===== src/rtl/mult_arb.sv =====
// Shift-add W x W unsigned multiplier shared by two requesters through a
// round-robin arbiter; one partial product is accumulated per clock.
module mult_arb #(
    parameter int W = 6
) (
    input  logic           clk,
    input  logic           rst,
    input  logic           req0,
    input  logic [W-1:0]   a0,
    input  logic [W-1:0]   b0,
    input  logic           req1,
    input  logic [W-1:0]   a1,
    input  logic [W-1:0]   b1,
    output logic           gnt0,
    output logic           gnt1,
    output logic           done0,
    output logic           done1,
    output logic [2*W-1:0] c,
    output logic           busy
);

    localparam int            CW   = (W > 1) ? $clog2(W) : 1;
    localparam logic [CW-1:0] LAST = CW'(W - 1);

    typedef enum logic [1:0] {
        IDLE,
        RUN,
        DONE
    } state_t;

    state_t         state;
    state_t         state_next;
    logic           pri;
    logic           sel;
    logic [W-1:0]   a_reg;
    logic [W-1:0]   b_reg;
    logic [2*W-1:0] acc;
    logic [2*W-1:0] acc_next;
    logic [2*W-1:0] b_ext;
    logic [CW-1:0]  count;
    logic           accept;
    logic           pick1;
    logic           last_step;

    always_comb begin
        b_ext = {{W{1'b0}}, b_reg};
    end

    // pick1 selects requester 1: it wins when alone, or when both ask and pri favours it
    always_comb begin
        state_next = state;
        accept     = 1'b0;
        pick1      = 1'b0;
        acc_next   = acc;
        last_step  = 1'b0;
        case (state)
            IDLE: begin
                if (req0 || req1) begin
                    accept     = 1'b1;
                    pick1      = req1 && (!req0 || pri);
                    state_next = RUN;
                end
            end
            RUN: begin
                if (a_reg[count]) begin
                    acc_next = acc + (b_ext << count);
                end
                last_step = (count == LAST);
                if (last_step) begin
                    state_next = DONE;
                end
            end
            DONE: begin
                state_next = IDLE;
            end
            default: begin
                state_next = IDLE;
            end
        endcase
    end

    always_ff @(posedge clk) begin
        if (rst) begin
            state <= IDLE;
            busy  <= 1'b0;
            gnt0  <= 1'b0;
            gnt1  <= 1'b0;
            done0 <= 1'b0;
            done1 <= 1'b0;
        end else begin
            state <= state_next;
            busy  <= (state_next != IDLE);
            gnt0  <= accept && !pick1;
            gnt1  <= accept && pick1;
            done0 <= last_step && !sel;
            done1 <= last_step && sel;
        end
    end

    // Datapath: operands are captured only on acceptance, so later input changes cannot disturb a running product
    always_ff @(posedge clk) begin
        if (rst) begin
            pri   <= 1'b0;
            sel   <= 1'b0;
            a_reg <= '0;
            b_reg <= '0;
            acc   <= '0;
            count <= '0;
            c     <= '0;
        end else if (accept) begin
            sel   <= pick1;
            pri   <= !pick1;
            a_reg <= pick1 ? a1 : a0;
            b_reg <= pick1 ? b1 : b0;
            acc   <= '0;
            count <= '0;
        end else if (state == RUN) begin
            acc   <= acc_next;
            count <= count + CW'(1);
            if (last_step) begin
                c <= acc_next;
            end
        end
    end

endmodule


===== config.mk =====
export PLATFORM = sky130hd
export DESIGN_NAME = mult_arb
export DESIGN_NICKNAME = d
export VERILOG_FILES = /design/src/rtl/mult_arb.sv
export SDC_FILE = /design/constraint.sdc
export NUM_CORES = 1
export LEC_CHECK = 0
export BUFFER_PORTS_ARGS = -buffer_cell sky130_fd_sc_hd__clkbuf_2
export CAP_MARGIN = 10
export CORE_MARGIN = 4
export CORE_UTILIZATION = 45
export DETAILED_ROUTE_END_ITERATION = 10
export PLACE_DENSITY_LB_ADDON = 0.12
export SLEW_MARGIN = 20
export SYNTH_ARGS = -nofsm -noshare
export SYNTH_HDL_FRONTEND = slang
export SYNTH_SLANG_ARGS = --single-unit

===== constraint.sdc =====
create_clock -name clk -period 2.8 [get_ports clk]
set_input_delay 0.56 -clock clk [delete_from_list [all_inputs] [get_ports clk]]
set_output_delay 0.56 -clock clk [all_outputs]
set_load 0.1 [all_outputs]

# Yosys cells after proc, flatten, opt, wreduce, memory -nomap -nowiden
# Index checks and enable logic that the tools add are counted.
[op_classes] addsub=2 n_lt_le_gt_ge=1 n_eq_ne=2 n_shift=1 n_mux=13 n_bitwise=1 reduce_logical=14
[op_table] operator="$add A12 B12 Y12" n=1
[op_table] operator="$mux W12" n=1
[op_table] operator="$mux W6" n=2
[op_table] operator="$shl A6 B3 Y12" n=1
[op_table] operator="$mux W1" n=6
[op_table] operator="$logic_and A1 B1 Y1" n=5
[op_table] operator="$lt A3 B4 Y1 const B" n=1
[op_table] operator="$mux W2" n=2
[op_table] operator="$pmux W2 S2" n=1
[op_table] operator="$add A3 B1 Y3 const B" n=1
[op_table] operator="$bmux W1 S3" n=1
[op_table] operator="$eq A3 B3 Y1 const B" n=1
[op_table] operator="$logic_not A1 Y1" n=3
[op_table] operator="$reduce_and A3 Y1" n=1
[op_table] operator="$eq A2 B1 Y1 const B" n=1
[op_table] operator="$logic_not A2 Y1" n=1
[op_table] operator="$logic_or A1 B1 Y1" n=2
[op_table] operator="$reduce_bool A2 Y1" n=1
[op_table] operator="$reduce_or A2 Y1" n=1
[op_table] operator="$not A1 Y1" n=1
[word_totals] ff_bits=48 in_bits=28 out_inout_bits=17 word_cells=47

# Longest topological paths before layout
[logic_depth] ltp_word=7 mapped_depth=13 mapped_depth_nobuf=12

# Least setup slack after synthesis
# Ideal clock, no wire load.
[synth_timing] path_kind="register -> register" from="reg count[1]" to="reg c[11]" setup_ns=0.091 arrival_time_ns=2.795 required_time_ns=2.709 slack_ns=-0.086 path_stages_with_launch=14 n_path_buf=1 period_less_slack_ns=2.886 cell_sequence="dfxtp_1 buf_2 mux2_2 nand2_1 o21ai_0 nor2_1 a21oi_1 ha_1 nand4_1 nor4_1 o21ba_2 a211oi_2 or3_1 a311oi_1"
[synth_via] elab_chain_cells=3 word_cells_on_any_way=8 classes_between="1 x add/sub; 1 x eq/ne; 1 x shift; 4 x mux; 1 x reduce/logical"
[synth_lines] item="start, declared" line_no="40" rtl="logic [CW-1:0] count;"
[synth_lines] item="start signal, assigned" line_no="119" rtl="count <= count + CW'(1);"
[synth_lines] item="$shl A6 B3 Y12 (tied with other cells)" line_no="66" rtl="acc_next = acc + (b_ext << count);"
[synth_lines] item="$add A12 B12 Y12 (tied with other cells)" line_no="66"
[synth_lines] item="$mux W12 / $reduce_and A3 Y1 (equally long branches)"
[synth_lines] item="end signal, assigned" line_no="121" rtl="c <= acc_next;"
[synth_lines] item="end, declared" line_no="18" rtl="output logic [2*W-1:0] c,"
# Parallel ways exist; a longest one is shown, timed or not. The select of a mux whose other input is x is not followed.
# A chain may end at the register's enable or synchronous reset.

# Worst setup path in the final report
# Same ends and word-level chain as after synthesis.

==> results.toml <==
[run_status]
outcome = "finished clean"

[timing]
min_period_ps = 2790
worst_slack_ps = 12.9
rsz0062_at_grt = "yes"
tightest_slew_ps = 843
min_period_over_period = 0.995
clock_skew_ps = 6.99
setup_viol = 0
max_freq_mhz = 359
slew_headroom = 0.437
hold_violations = 0
timing.final.max_slew_violations = 0

[global_route]
grt_max_degree = 20
overflow = 0
antenna_found_initial = 0
grt_pass1_vias = 2364
grt_pass1_wl_mm = 11.4
grt_use_total = 0.193

[cts]
insertion_delay_ps = 290
numCtsBuffers = 5
ctsHoldBuffers = 0
clk_pin_slew_ps = 90
root_buffer = "clkbuf_8"
cts-htree-levels = 2
clock_sinks = 48
cts_buffer_depth = 2
cts_tree = "yes"

[floorplanning]
die_area_mm2 = 0.00733
die_h_um = 85.6
start_util = 0.461
core-area_mm2 = 0.00589
die_w_um = 85.6
top_level_ports = 45
num_rows = 28

[detailed_routing]
avgViaCountPerCell = 5.58
drc = 0
first_pass_iters = 6
vias = 2572
drt_iter0_drc = 137
ant_nets = 0
drt_wl_total_mm = 7.08
wl_per_cell_um = 15.4

[logic_synthesis]
synth.distinct_cells = 53
synth_nets = 363
synthFlopType = "dfxtp_1"
ys_seq_area_frac = 0.354
syn_area_per_cell_um2 = 8.45
synth_top_area_share = 0.354
yosys.area.top_type = "dfxtp_1"
yosys_warnings = 0
syn_inst = 321
async_flop_share = 0
synth_seq_cells = 48
synth_edf_count = 0
synth_area_leaders = "dfxtp_1 35%, ha_1 6.0%, nand2_1 5.1%"
synthesis.area_mm2 = 0.00271

[setup_path]
path_buf_inv = 0
cp.arrival_ps = 3000
cp_cell_sequence = "mux2_4 > nand2_2 > o21ai_2 > nor2_1 > a21oi_2 > ha_1 > nand4_1 > nor4_2 > o21ba_2 > a211oi_2 > or3_1 > a311oi_2"
cp_top_family = "simple AND/OR/NAND/NOR gates"
crit_path_end_kind = "flip-flop"
cp_max_fo = 5
max_stage_delay_ps = 390
crit_slowest_cell = "dfxtp_4"
cp-start-kind = "flip-flop"
worstSetupPathType = "reg2reg"
cp.required_ps = 3010

[pwr]
pwr_density_cell_mw_per_mm2 = 438
vdd_drop_max_uv = 241
p_leak_nw = 1.53
total_power_w = 0.00150

[min_path]
hold_class = "reg2reg"

[place]
dpl_cell_area_mm2 = 0.00314
gp_congestion = 0.854
dp_cells = 448
portBuffers = 44
pre_cts_ws_ps = -163
dpl.hpwl_mm = 5.33

[cells_and_area]
drive_gt1_frac = 0.321
antenna_cells = 0
reg.largest.list = "acc: 12 flops, c: 12 flops"
syn2layout_area_growth_pct = 26.4
post_layout_nonfiller_instances = 461
design_area_mm2 = 0.00343
nets = 427
n_fill_cell = 549

[job]
cap_viol_max_count = 0
==> Yosys cell counts (all sizes together), types with 5 or more instances <==
master  count
o21ai      15
mux2        5
clkbuf     11
nand3       9
a222oi     12
a21oi      20
dfxtp      48
xnor2       7
ha         13
a211oi     11
nor2       25
mux2i      11
nor3        5
a21o        6
nand2      37
or3         5
buf        10
inv        20
==> worst paths after layout <==
path,from,to,slack (ps),depth (start not counted)
max,count[1],c[11],10,12
max reg2reg,count[1],c[11],10,12
min,c[1],c[1],450,2
min reg2reg,c[1],c[1],450,2
==> worst reg2reg max path, delay by kind of cell, from the launching register on <==
family                   cells  cell delay [ps]
adder cells (fa/ha/maj)      1              340
AND/OR/NAND/NOR              5             1070
AO/OA/AOI/OAI                5              600
multiplexers                 1              320
flip-flops                   1              390
==> metrics by stage <==
step                      setup TNS (ps)  hold WS [ps]   util
after floorplan                        0           417      -
after global placement              -144           438  0.534
after detailed placement            -269           444  0.534
after CTS                              0           455  0.558
after global routing                -434           472  0.582
final                                  0           451  0.582
==> cells by family after synthesis <==
logic type	share of synthesized area
and+or+nand+nor	0.188
AOI/OAI and AO/OA	0.222
DFF	0.354
buffers and inverters	0.0697
muxes	0.0697
adders and majority gates	0.0674
xor gates and xnor gates	0.0291
==> what timing repair did <==
action                                  CTS  global route
pin swaps                                 5            14
endpoints found under the setup margin    9            12
hold endpoints to repair                  0             0
buffers inserted                          0             5
resized for setup                         8            28
==> routing by layer <==
| metal | up-vias | part of all wire | GRT usage |
|---|---|---|---|
| li1 | 1292 | - | - |
| met3 | 4 | 0.041 | 0.0307 |
| met4 | 0 | 0.0073 | 0.0460 |
| met2 | 56 | 0.47 | 0.305 |
| met5 | - | 0 | 0 |
| met1 | 1220 | 0.48 | 0.276 |
==> power by group <==
group	internal, W	switching (W)
Combinational	0.000113	0.000142
Sequential	0.000705	0.0000195
Clock	0.000292	0.000231
==> cell usage in the layout (no fill, tap or decap), types with 5 or more instances in the layout <==
cell      count
ha_1         13
a21oi_1      16
clkbuf_8      6
o21ai_0      10
clkbuf_2     44
nand2_1      36
mux2i_1      10
a211oi_1      9
nand3_1       9
a222oi_1     12
inv_1        20
dfxtp_1      44
a21o_1        6
xnor2_1       5
buf_4        33
nor2_1       25
==> layout make-up <==
cell class,instances,area [µm²],share of cell area
clock inverters,2,38.8,0.0113
clock buffers,6,82.6,0.0241
inverters,20,75.1,0.0219
well taps,75,93.8,0.0274
multi-input cells,232,1680,0.491
repair buffers,78,483,0.141
flip-flops and latches,48,971,0.283
No activity file was read; power rests on OpenSTA's default activity.
